`src/rtl/rv_exec_sequencer_if.sv`:
```
// Handshake bundle between the exec sequencer and its instruction memory,
// register file read ports and ALU.
interface rv_exec_sequencer_if #(
  parameter int XLEN = 32
);
  logic [XLEN-1:0] mem_rd_addr;
  logic            mem_rd_addr_valid;
  logic [31:0]     mem_rd_data;
  logic            mem_rd_ack;

  logic [4:0]      reg_rd_addr_a;
  logic [4:0]      reg_rd_addr_b;
  logic            reg_rd_a_valid;
  logic            reg_rd_b_valid;
  logic [XLEN-1:0] reg_rd_data_a;
  logic [XLEN-1:0] reg_rd_data_b;
  logic            reg_rd_a_ack;
  logic            reg_rd_b_ack;

  logic [3:0]      alu_op_code;
  logic [XLEN-1:0] alu_input_A;
  logic [XLEN-1:0] alu_input_B;
  logic [4:0]      alu_reg_addr;
  logic            alu_inputs_valid;
  logic            alu_ready;
  logic [XLEN-1:0] alu_pc_branch_data;
  logic            alu_pc_branch_data_valid;
  logic            done;

  modport master (
    output mem_rd_addr, mem_rd_addr_valid,
    input  mem_rd_data, mem_rd_ack,
    output reg_rd_addr_a, reg_rd_addr_b, reg_rd_a_valid, reg_rd_b_valid,
    input  reg_rd_data_a, reg_rd_data_b, reg_rd_a_ack, reg_rd_b_ack,
    output alu_op_code, alu_input_A, alu_input_B, alu_reg_addr, alu_inputs_valid,
    input  alu_ready, alu_pc_branch_data, alu_pc_branch_data_valid, done
  );

  modport slave (
    input  mem_rd_addr, mem_rd_addr_valid,
    output mem_rd_data, mem_rd_ack,
    input  reg_rd_addr_a, reg_rd_addr_b, reg_rd_a_valid, reg_rd_b_valid,
    output reg_rd_data_a, reg_rd_data_b, reg_rd_a_ack, reg_rd_b_ack,
    input  alu_op_code, alu_input_A, alu_input_B, alu_reg_addr, alu_inputs_valid,
    output alu_ready, alu_pc_branch_data, alu_pc_branch_data_valid, done
  );
endinterface

```
`src/rtl/rv_exec_sequencer.sv`:
```
// Multi-cycle fetch/decode/dispatch sequencer for RV32 R-type and I-type ALU ops.
// All bus outputs are registered; each request is raised on entry to its wait state.
module rv_exec_sequencer #(
  parameter int              XLEN     = 32,
  parameter logic [XLEN-1:0] RESET_PC = '0,
  parameter int              CNT_W    = 32
) (
  input  logic                clk,
  input  logic                reset,
  rv_exec_sequencer_if.master bus,
  output logic [XLEN-1:0]     pc,
  output logic                illegal_instr,
  output logic [CNT_W-1:0]    instr_retired
);
  typedef enum logic [2:0] {
    S_FETCH, S_FETCH_WAIT, S_DECODE, S_REG_WAIT, S_DISPATCH, S_EXEC_WAIT, S_HALT
  } state_t;

  localparam logic [6:0] OPC_R = 7'b0110011;
  localparam logic [6:0] OPC_I = 7'b0010011;
  localparam logic [3:0] OP_ADD = 4'd0, OP_SUB = 4'd1, OP_XOR = 4'd2, OP_OR  = 4'd3,
                         OP_AND = 4'd4, OP_SLL = 4'd5, OP_SRL = 4'd6, OP_SRA = 4'd7;

  state_t            state, state_nxt;
  logic [31:0]       instr_r;
  logic [XLEN-1:0]   mem_addr_r;
  logic              mem_valid_r;
  logic [4:0]        addr_a_r, addr_b_r;
  logic              a_valid_r, b_valid_r;
  logic [3:0]        op_r;
  logic [XLEN-1:0]   a_r, b_r;
  logic [4:0]        rd_r;
  logic              alu_valid_r;

  logic [6:0]        opcode, funct7;
  logic [2:0]        funct3;
  logic signed [11:0] imm_i;
  logic [XLEN-1:0]   shamt;
  logic              dec_legal, dec_need_b;
  logic [3:0]        dec_op;
  logic [XLEN-1:0]   dec_imm;
  logic              a_clear, b_clear;

  assign opcode = instr_r[6:0];
  assign funct3 = instr_r[14:12];
  assign funct7 = instr_r[31:25];
  assign imm_i  = instr_r[31:20];
  assign shamt  = {{(XLEN-5){1'b0}}, instr_r[24:20]};

  always_comb begin
    dec_legal  = 1'b0;
    dec_need_b = 1'b0;
    dec_op     = OP_ADD;
    dec_imm    = XLEN'(imm_i);
    case (opcode)
      OPC_R: begin
        dec_need_b = 1'b1;
        case ({funct7, funct3})
          {7'b0000000, 3'b000}: begin dec_legal = 1'b1; dec_op = OP_ADD; end
          {7'b0100000, 3'b000}: begin dec_legal = 1'b1; dec_op = OP_SUB; end
          {7'b0000000, 3'b100}: begin dec_legal = 1'b1; dec_op = OP_XOR; end
          {7'b0000000, 3'b110}: begin dec_legal = 1'b1; dec_op = OP_OR;  end
          {7'b0000000, 3'b111}: begin dec_legal = 1'b1; dec_op = OP_AND; end
          {7'b0000000, 3'b001}: begin dec_legal = 1'b1; dec_op = OP_SLL; end
          {7'b0000000, 3'b101}: begin dec_legal = 1'b1; dec_op = OP_SRL; end
          {7'b0100000, 3'b101}: begin dec_legal = 1'b1; dec_op = OP_SRA; end
          default: ;
        endcase
      end
      OPC_I: begin
        case (funct3)
          3'b000: begin dec_legal = 1'b1; dec_op = OP_ADD; end
          3'b100: begin dec_legal = 1'b1; dec_op = OP_XOR; end
          3'b110: begin dec_legal = 1'b1; dec_op = OP_OR;  end
          3'b111: begin dec_legal = 1'b1; dec_op = OP_AND; end
          // Shift immediates carry a funct7 field that must be exact.
          3'b001: begin
            dec_imm   = shamt;
            dec_op    = OP_SLL;
            dec_legal = (funct7 == 7'b0000000);
          end
          3'b101: begin
            dec_imm   = shamt;
            dec_op    = funct7[5] ? OP_SRA : OP_SRL;
            dec_legal = (funct7 == 7'b0000000) || (funct7 == 7'b0100000);
          end
          default: ;
        endcase
      end
      default: ;
    endcase
  end

  // A port is satisfied once it was never requested or its ack arrives now.
  assign a_clear = !a_valid_r || bus.reg_rd_a_ack;
  assign b_clear = !b_valid_r || bus.reg_rd_b_ack;

  always_ff @(posedge clk) begin
    if (reset) state <= S_FETCH;
    else       state <= state_nxt;
  end

  always_comb begin
    state_nxt = state;
    case (state)
      S_FETCH:      state_nxt = S_FETCH_WAIT;
      S_FETCH_WAIT: if (bus.mem_rd_ack) state_nxt = S_DECODE;
      S_DECODE:     state_nxt = dec_legal ? S_REG_WAIT : S_HALT;
      S_REG_WAIT:   if (a_clear && b_clear) state_nxt = S_DISPATCH;
      S_DISPATCH:   if (bus.alu_ready) state_nxt = S_EXEC_WAIT;
      S_EXEC_WAIT:  if (bus.done) state_nxt = S_FETCH;
      S_HALT:       state_nxt = S_HALT;
      default:      state_nxt = S_FETCH;
    endcase
  end

  always_ff @(posedge clk) begin
    if (reset) begin
      pc            <= RESET_PC;
      illegal_instr <= 1'b0;
      instr_retired <= '0;
      instr_r       <= '0;
      mem_addr_r    <= '0;
      mem_valid_r   <= 1'b0;
      addr_a_r      <= '0;
      addr_b_r      <= '0;
      a_valid_r     <= 1'b0;
      b_valid_r     <= 1'b0;
      op_r          <= '0;
      a_r           <= '0;
      b_r           <= '0;
      rd_r          <= '0;
      alu_valid_r   <= 1'b0;
    end else begin
      case (state)
        S_FETCH: begin
          mem_addr_r  <= pc;
          mem_valid_r <= 1'b1;
        end
        S_FETCH_WAIT: if (bus.mem_rd_ack) begin
          instr_r     <= bus.mem_rd_data;
          mem_valid_r <= 1'b0;
        end
        S_DECODE: begin
          if (dec_legal) begin
            a_valid_r <= 1'b1;
            b_valid_r <= dec_need_b;
            addr_a_r  <= instr_r[19:15];
            addr_b_r  <= dec_need_b ? instr_r[24:20] : 5'd0;
            op_r      <= dec_op;
            rd_r      <= instr_r[11:7];
            if (!dec_need_b) b_r <= dec_imm;
          end else begin
            illegal_instr <= 1'b1;
          end
        end
        S_REG_WAIT: begin
          if (a_valid_r && bus.reg_rd_a_ack) begin
            a_r       <= bus.reg_rd_data_a;
            a_valid_r <= 1'b0;
          end
          if (b_valid_r && bus.reg_rd_b_ack) begin
            b_r       <= bus.reg_rd_data_b;
            b_valid_r <= 1'b0;
          end
          if (a_clear && b_clear) alu_valid_r <= 1'b1;
        end
        S_DISPATCH: if (bus.alu_ready) alu_valid_r <= 1'b0;
        S_EXEC_WAIT: if (bus.done) begin
          pc            <= bus.alu_pc_branch_data_valid ? bus.alu_pc_branch_data
                                                        : pc + XLEN'(4);
          instr_retired <= instr_retired + CNT_W'(1);
        end
        default: ;
      endcase
    end
  end

  assign bus.mem_rd_addr       = mem_addr_r;
  assign bus.mem_rd_addr_valid = mem_valid_r;
  assign bus.reg_rd_addr_a     = addr_a_r;
  assign bus.reg_rd_addr_b     = addr_b_r;
  assign bus.reg_rd_a_valid    = a_valid_r;
  assign bus.reg_rd_b_valid    = b_valid_r;
  assign bus.alu_op_code       = op_r;
  assign bus.alu_input_A       = a_r;
  assign bus.alu_input_B       = b_r;
  assign bus.alu_reg_addr      = rd_r;
  assign bus.alu_inputs_valid  = alu_valid_r;
endmodule

```
`src/flat_wrapper.sv`:
```
// flat-port wrapper written by rule: the top's interface ports become plain ports
module rv_exec_sequencer_flat 
#(
  parameter int              XLEN     = 32,
  parameter logic [XLEN-1:0] RESET_PC = '0,
  parameter int              CNT_W    = 32
)
  (clk, reset, pc, illegal_instr, instr_retired, bus_mem_rd_addr, bus_mem_rd_addr_valid, bus_mem_rd_data, bus_mem_rd_ack, bus_reg_rd_addr_a, bus_reg_rd_addr_b, bus_reg_rd_a_valid, bus_reg_rd_b_valid, bus_reg_rd_data_a, bus_reg_rd_data_b, bus_reg_rd_a_ack, bus_reg_rd_b_ack, bus_alu_op_code, bus_alu_input_A, bus_alu_input_B, bus_alu_reg_addr, bus_alu_inputs_valid, bus_alu_ready, bus_alu_pc_branch_data, bus_alu_pc_branch_data_valid, bus_done);
  rv_exec_sequencer_if #(.XLEN(XLEN)) bus_i ();
  input  logic clk;
  input  logic reset;
  output logic [XLEN-1:0] pc;
  output logic illegal_instr;
  output logic [CNT_W-1:0] instr_retired;
  output wire logic [$bits(bus_i.mem_rd_addr)-1:0] bus_mem_rd_addr;
  output wire logic [$bits(bus_i.mem_rd_addr_valid)-1:0] bus_mem_rd_addr_valid;
  input wire logic [$bits(bus_i.mem_rd_data)-1:0] bus_mem_rd_data;
  input wire logic [$bits(bus_i.mem_rd_ack)-1:0] bus_mem_rd_ack;
  output wire logic [$bits(bus_i.reg_rd_addr_a)-1:0] bus_reg_rd_addr_a;
  output wire logic [$bits(bus_i.reg_rd_addr_b)-1:0] bus_reg_rd_addr_b;
  output wire logic [$bits(bus_i.reg_rd_a_valid)-1:0] bus_reg_rd_a_valid;
  output wire logic [$bits(bus_i.reg_rd_b_valid)-1:0] bus_reg_rd_b_valid;
  input wire logic [$bits(bus_i.reg_rd_data_a)-1:0] bus_reg_rd_data_a;
  input wire logic [$bits(bus_i.reg_rd_data_b)-1:0] bus_reg_rd_data_b;
  input wire logic [$bits(bus_i.reg_rd_a_ack)-1:0] bus_reg_rd_a_ack;
  input wire logic [$bits(bus_i.reg_rd_b_ack)-1:0] bus_reg_rd_b_ack;
  output wire logic [$bits(bus_i.alu_op_code)-1:0] bus_alu_op_code;
  output wire logic [$bits(bus_i.alu_input_A)-1:0] bus_alu_input_A;
  output wire logic [$bits(bus_i.alu_input_B)-1:0] bus_alu_input_B;
  output wire logic [$bits(bus_i.alu_reg_addr)-1:0] bus_alu_reg_addr;
  output wire logic [$bits(bus_i.alu_inputs_valid)-1:0] bus_alu_inputs_valid;
  input wire logic [$bits(bus_i.alu_ready)-1:0] bus_alu_ready;
  input wire logic [$bits(bus_i.alu_pc_branch_data)-1:0] bus_alu_pc_branch_data;
  input wire logic [$bits(bus_i.alu_pc_branch_data_valid)-1:0] bus_alu_pc_branch_data_valid;
  input wire logic [$bits(bus_i.done)-1:0] bus_done;
  assign bus_mem_rd_addr = bus_i.mem_rd_addr;
  assign bus_mem_rd_addr_valid = bus_i.mem_rd_addr_valid;
  assign bus_i.mem_rd_data = bus_mem_rd_data;
  assign bus_i.mem_rd_ack = bus_mem_rd_ack;
  assign bus_reg_rd_addr_a = bus_i.reg_rd_addr_a;
  assign bus_reg_rd_addr_b = bus_i.reg_rd_addr_b;
  assign bus_reg_rd_a_valid = bus_i.reg_rd_a_valid;
  assign bus_reg_rd_b_valid = bus_i.reg_rd_b_valid;
  assign bus_i.reg_rd_data_a = bus_reg_rd_data_a;
  assign bus_i.reg_rd_data_b = bus_reg_rd_data_b;
  assign bus_i.reg_rd_a_ack = bus_reg_rd_a_ack;
  assign bus_i.reg_rd_b_ack = bus_reg_rd_b_ack;
  assign bus_alu_op_code = bus_i.alu_op_code;
  assign bus_alu_input_A = bus_i.alu_input_A;
  assign bus_alu_input_B = bus_i.alu_input_B;
  assign bus_alu_reg_addr = bus_i.alu_reg_addr;
  assign bus_alu_inputs_valid = bus_i.alu_inputs_valid;
  assign bus_i.alu_ready = bus_alu_ready;
  assign bus_i.alu_pc_branch_data = bus_alu_pc_branch_data;
  assign bus_i.alu_pc_branch_data_valid = bus_alu_pc_branch_data_valid;
  assign bus_i.done = bus_done;
  rv_exec_sequencer #(.XLEN(XLEN), .RESET_PC(RESET_PC), .CNT_W(CNT_W)) u_core (.clk(clk), .reset(reset), .bus(bus_i), .pc(pc), .illegal_instr(illegal_instr), .instr_retired(instr_retired));
endmodule
```
`config.mk`:
```
export PLATFORM = sky130hd
export DESIGN_NAME = rv_exec_sequencer_flat
export DESIGN_NICKNAME = d
export VERILOG_FILES = /design/src/rtl/rv_exec_sequencer_if.sv /design/src/rtl/rv_exec_sequencer.sv /design/src/flat_wrapper.sv
export SDC_FILE = /design/constraint.sdc
export NUM_CORES = 1
export LEC_CHECK = 0
export ABC_AREA = 1
export CAP_MARGIN = 30
export CORE_ASPECT_RATIO = 0.6
export CORE_UTILIZATION = 35
export CTS_BUF_LIST = sky130_fd_sc_hd__clkbuf_8
export DETAILED_ROUTE_END_ITERATION = 12
export SYNTH_ARGS = -nofsm -noshare
export SYNTH_HDL_FRONTEND = slang
export SYNTH_SLANG_ARGS = --single-unit
```
`constraint.sdc`:
```
create_clock -name clk -period 4.45 [get_ports clk]
set_input_delay 0.445 -clock clk [delete_from_list [all_inputs] [get_ports clk]]
set_output_delay 0.445 -clock clk [all_outputs]
set_load 0.1 [all_outputs]
```
==> run_results.csv <==
group,metric,value,unit
run_status,outcome,"finished clean",
sta,finalHoldViolations,0,
yosys,synth_mux_area_share,0,%
floorplanning,die_w,222,µm
global_route,grt_max_degree,91,
power_and_ir_drop,leakagePower,5.61,nW
yosys,synth_cell_types,42,
drt,drc,0,
yosys,synthTopCellsByArea,"dfxtp_1 43%, nand2_1 11%, nor2_1 9.9%",
cts,htreeDepth,2,
yosys,syn_area,0.0102,mm²
placed_design,dp_hpwl,26.1,mm
cts,postCtsResizedCells,0,
cts,path_clk_slew,0.06,ns
sta,finalSetupViolCount,0,
cells_and_area,fin_nets,1943,
floorplanning,start_util,36.3,%
sta,tns,0,ns
placed_design,dp_cells,2135,
cells_and_area,multi_input_area,0.00483,mm²
critical_path,r2r_slack,1.18,ns
yosys,synthArstFlopShare,0,%
global_route,grt_pass1_vias,10100,
placed_design,preCtsSetupSlack,1.16,ns
sta,whs,0.470,ns
sta,slew_headroom,30.8,%
sta,rsz0062_at_grt,"false",
placed_design,numPortBuffers,318,
yosys,ys_seq_area_share,42.8,%
global_route,grt_overflow,0,
critical_path,worst_ep_required_time,4.85,ns
yosys,synth_top_area_share,42.8,%
cts,clk_path_buf_depth,3,
yosys,synth_compound_area_share,14.7,%
drt,num_vias,11000,
cts,clock-sinks,218,
yosys,synthesis.nets,1651,
cts,hold_buffers,0,
sta,fmax,306,MHz
drt,vias_per_cell,5.02,
cts,cts_tree,"done",
worst_hold_path,worstHoldPathCells,2,
sta,clock_skew,0.0188,ns
floorplanning,num_rows,47,
sta,min_period,3.27,ns
sta,setup_ws,1.18,ns
drt,drt-initial-drc-count,997,
yosys,synth_top_family_by_area,"simple AND/OR/NAND/NOR gates",
critical_path,arrival,3.67,ns
yosys,yosysTopAreaCell,"dfxtp_1",
cells_and_area,layout.cells.non_filler,2198,
power_and_ir_drop,p_per_area,624,mW/mm²
cells_and_area,fillers,2768,
floorplanning,core-area,0.0281,mm²
cells_and_area,syn2layout_area_growth,41.6,%
drt,drt-pass1-iter-count,5,
yosys,ys_seq_elements,218,
sta,tightest_slew,1.03,ns
cts,clock_latency,0.55,ns
yosys,syn_inst,1513,
yosys,yosysMostFrequentCell,"nand2_1",
critical_path,critPathMaxFanout,38,
cells_and_area,final_area,0.0144,mm²
yosys,synth_fa_ha_area_share,0.245,%
job,cap_viol_max_count,0,
power_and_ir_drop,peakVddDrop,0.000532,V
cts,cts_buffers,35,
sta,finalMaxSlewViolations,0,
cells_and_area,drive_above_1_share,5.58,%
sta,min_period_over_period,73.5,%
yosys,synthXorXnorAreaFrac,1.46,%
floorplanning,die_y,134,µm
yosys,avgSynthCellArea,6.74,µm²
yosys,yosysWarnings,0,
yosys,synth-simple-area-share,30.9,%
yosys,synth_edf_count,0,
critical_path,worstSetupPathType,"register to register",
cts,postCtsSetupRepairBufs,0,
cells_and_area,seq_area,0.00436,mm²
drt,ant_nets,0,
placed_design,placed_cell_area,0.0137,mm²
cts,cts-root-buf,"clkbuf_8",
drt,post_drt_wl_per_cell,16.6,µm
cells_and_area,post-route-util,51.4,%
worst_hold_path,worst_hold_path_type,"register to register",
critical_path,rr_worst_depth,9,
floorplanning,die_area,0.0298,mm²
floorplanning,io_pins,320,
global_route,antenna_found_initial,3,
yosys,synthFlopType,"dfxtp_1",
yosys,synth.top_cells.by_count,"299 x nand2_1, 268 x nor2_1, 218 x dfxtp_1",
critical_path,crit_path_end_kind,"register",
global_route,grt_pass1_wl,56.9,mm
power_and_ir_drop,power,9.02,mW
global_route,grt_use_total,24.0,%
drt,wl,36.4,mm
critical_path,cp-start-kind,"register",
placed_design,place_congestion,0.899,
==> sequential cells by signal, indices dropped and copies added (netlist names), 5 cells and up <==
signal / cells
u_core.bus.alu_input_A: 32
u_core.instr_r: 32
u_core.pc: 32
u_core.bus.reg_rd_addr_b: 5
u_core.instr_retired: 32
u_core.bus.alu_input_B: 32
u_core.bus.alu_reg_addr: 5
u_core.bus.mem_rd_addr: 32
u_core.bus.reg_rd_addr_a: 5
==> final cells by class <==
cell class,instances,area share (%)
well taps,367,3.18
multi-input cells,1048,33.5
clock inverters,14,0.555
clock buffers,46,4.38
inverters,169,4.41
flip-flops and latches,218,30.2
repair buffers,333,23.7
diodes,3,0.0520
==> cell families after synthesis <==
group	count (synthesis)
simple gates	745
compound gates	283
buf+inv	247
flops	218
xor+xnor	17
fa+ha+maj	2
other cells	1
==> routing by layer <==
metal / wire length, µm / global-route usage [%] / vias to the layer above
met5: 0 / 0 / -
met4: 973 / 8.20 / 0
met3: 2980 / 5.30 / 64
met2: 14700 / 33.6 / 445
met1: 17800 / 35.6 / 5067
li1: - / - / 5465
==> critical path: stages (launching register included) <==
cell and delay (ns):
dfxtp_1 0.48, inv_1 0.11, nor2_2 0.13, nand2_1 0.29, inv_2 0.57, o21ai_1 0.13, inv_2 0.38, nand3_2 0.68
o21ai_1 0.28, nor2_1 0.06
==> power breakdown <==
part	internal (mW)	leakage, nW	switching (mW)
logic	1.11	3.42	3.46
registers	2.36	1.77	0.292
clock network	0.977	0.413	0.814
==> cell usage in the layout, fill, tap and decap left out, types with 2 or more instances in the layout <==
master and instances:
clkdlybuf4s50_1 317, nand2_1 299, nor2_1 267, dfxtp_1 218
inv_1 165, o21ai_0 135, a21oi_1 111, nand3_1 62
nor3_1 47, clkbuf_8 46, nand4_1 42, inv_2 14
xor2_1 11, nor2_2 9, o211ai_1 9, buf_4 8
xnor2_1 6, a31oi_1 6, buf_16 6, o21ai_1 4
nor4_1 4, a21boi_0 4, diode_2 3, o21a_1 3
nand2_2 3, or2_2 3, o221ai_1 3, nor2_4 2
a211oi_1 2, nand3b_1 2, nand3_2 2, a22oi_1 2
ha_1 2
==> path summary, 6_finish.rpt <==
path / from / endpoint
worst max-delay path: u_core.state[0] / u_core.bus.reg_rd_b_valid
worst min-delay path: u_core.bus.mem_rd_addr_valid / u_core.bus.mem_rd_addr_valid
worst max register to register: u_core.state[0] / u_core.bus.reg_rd_b_valid
worst min register to register: u_core.bus.mem_rd_addr_valid / u_core.bus.mem_rd_addr_valid
Power figures use the tool's default switching activity.
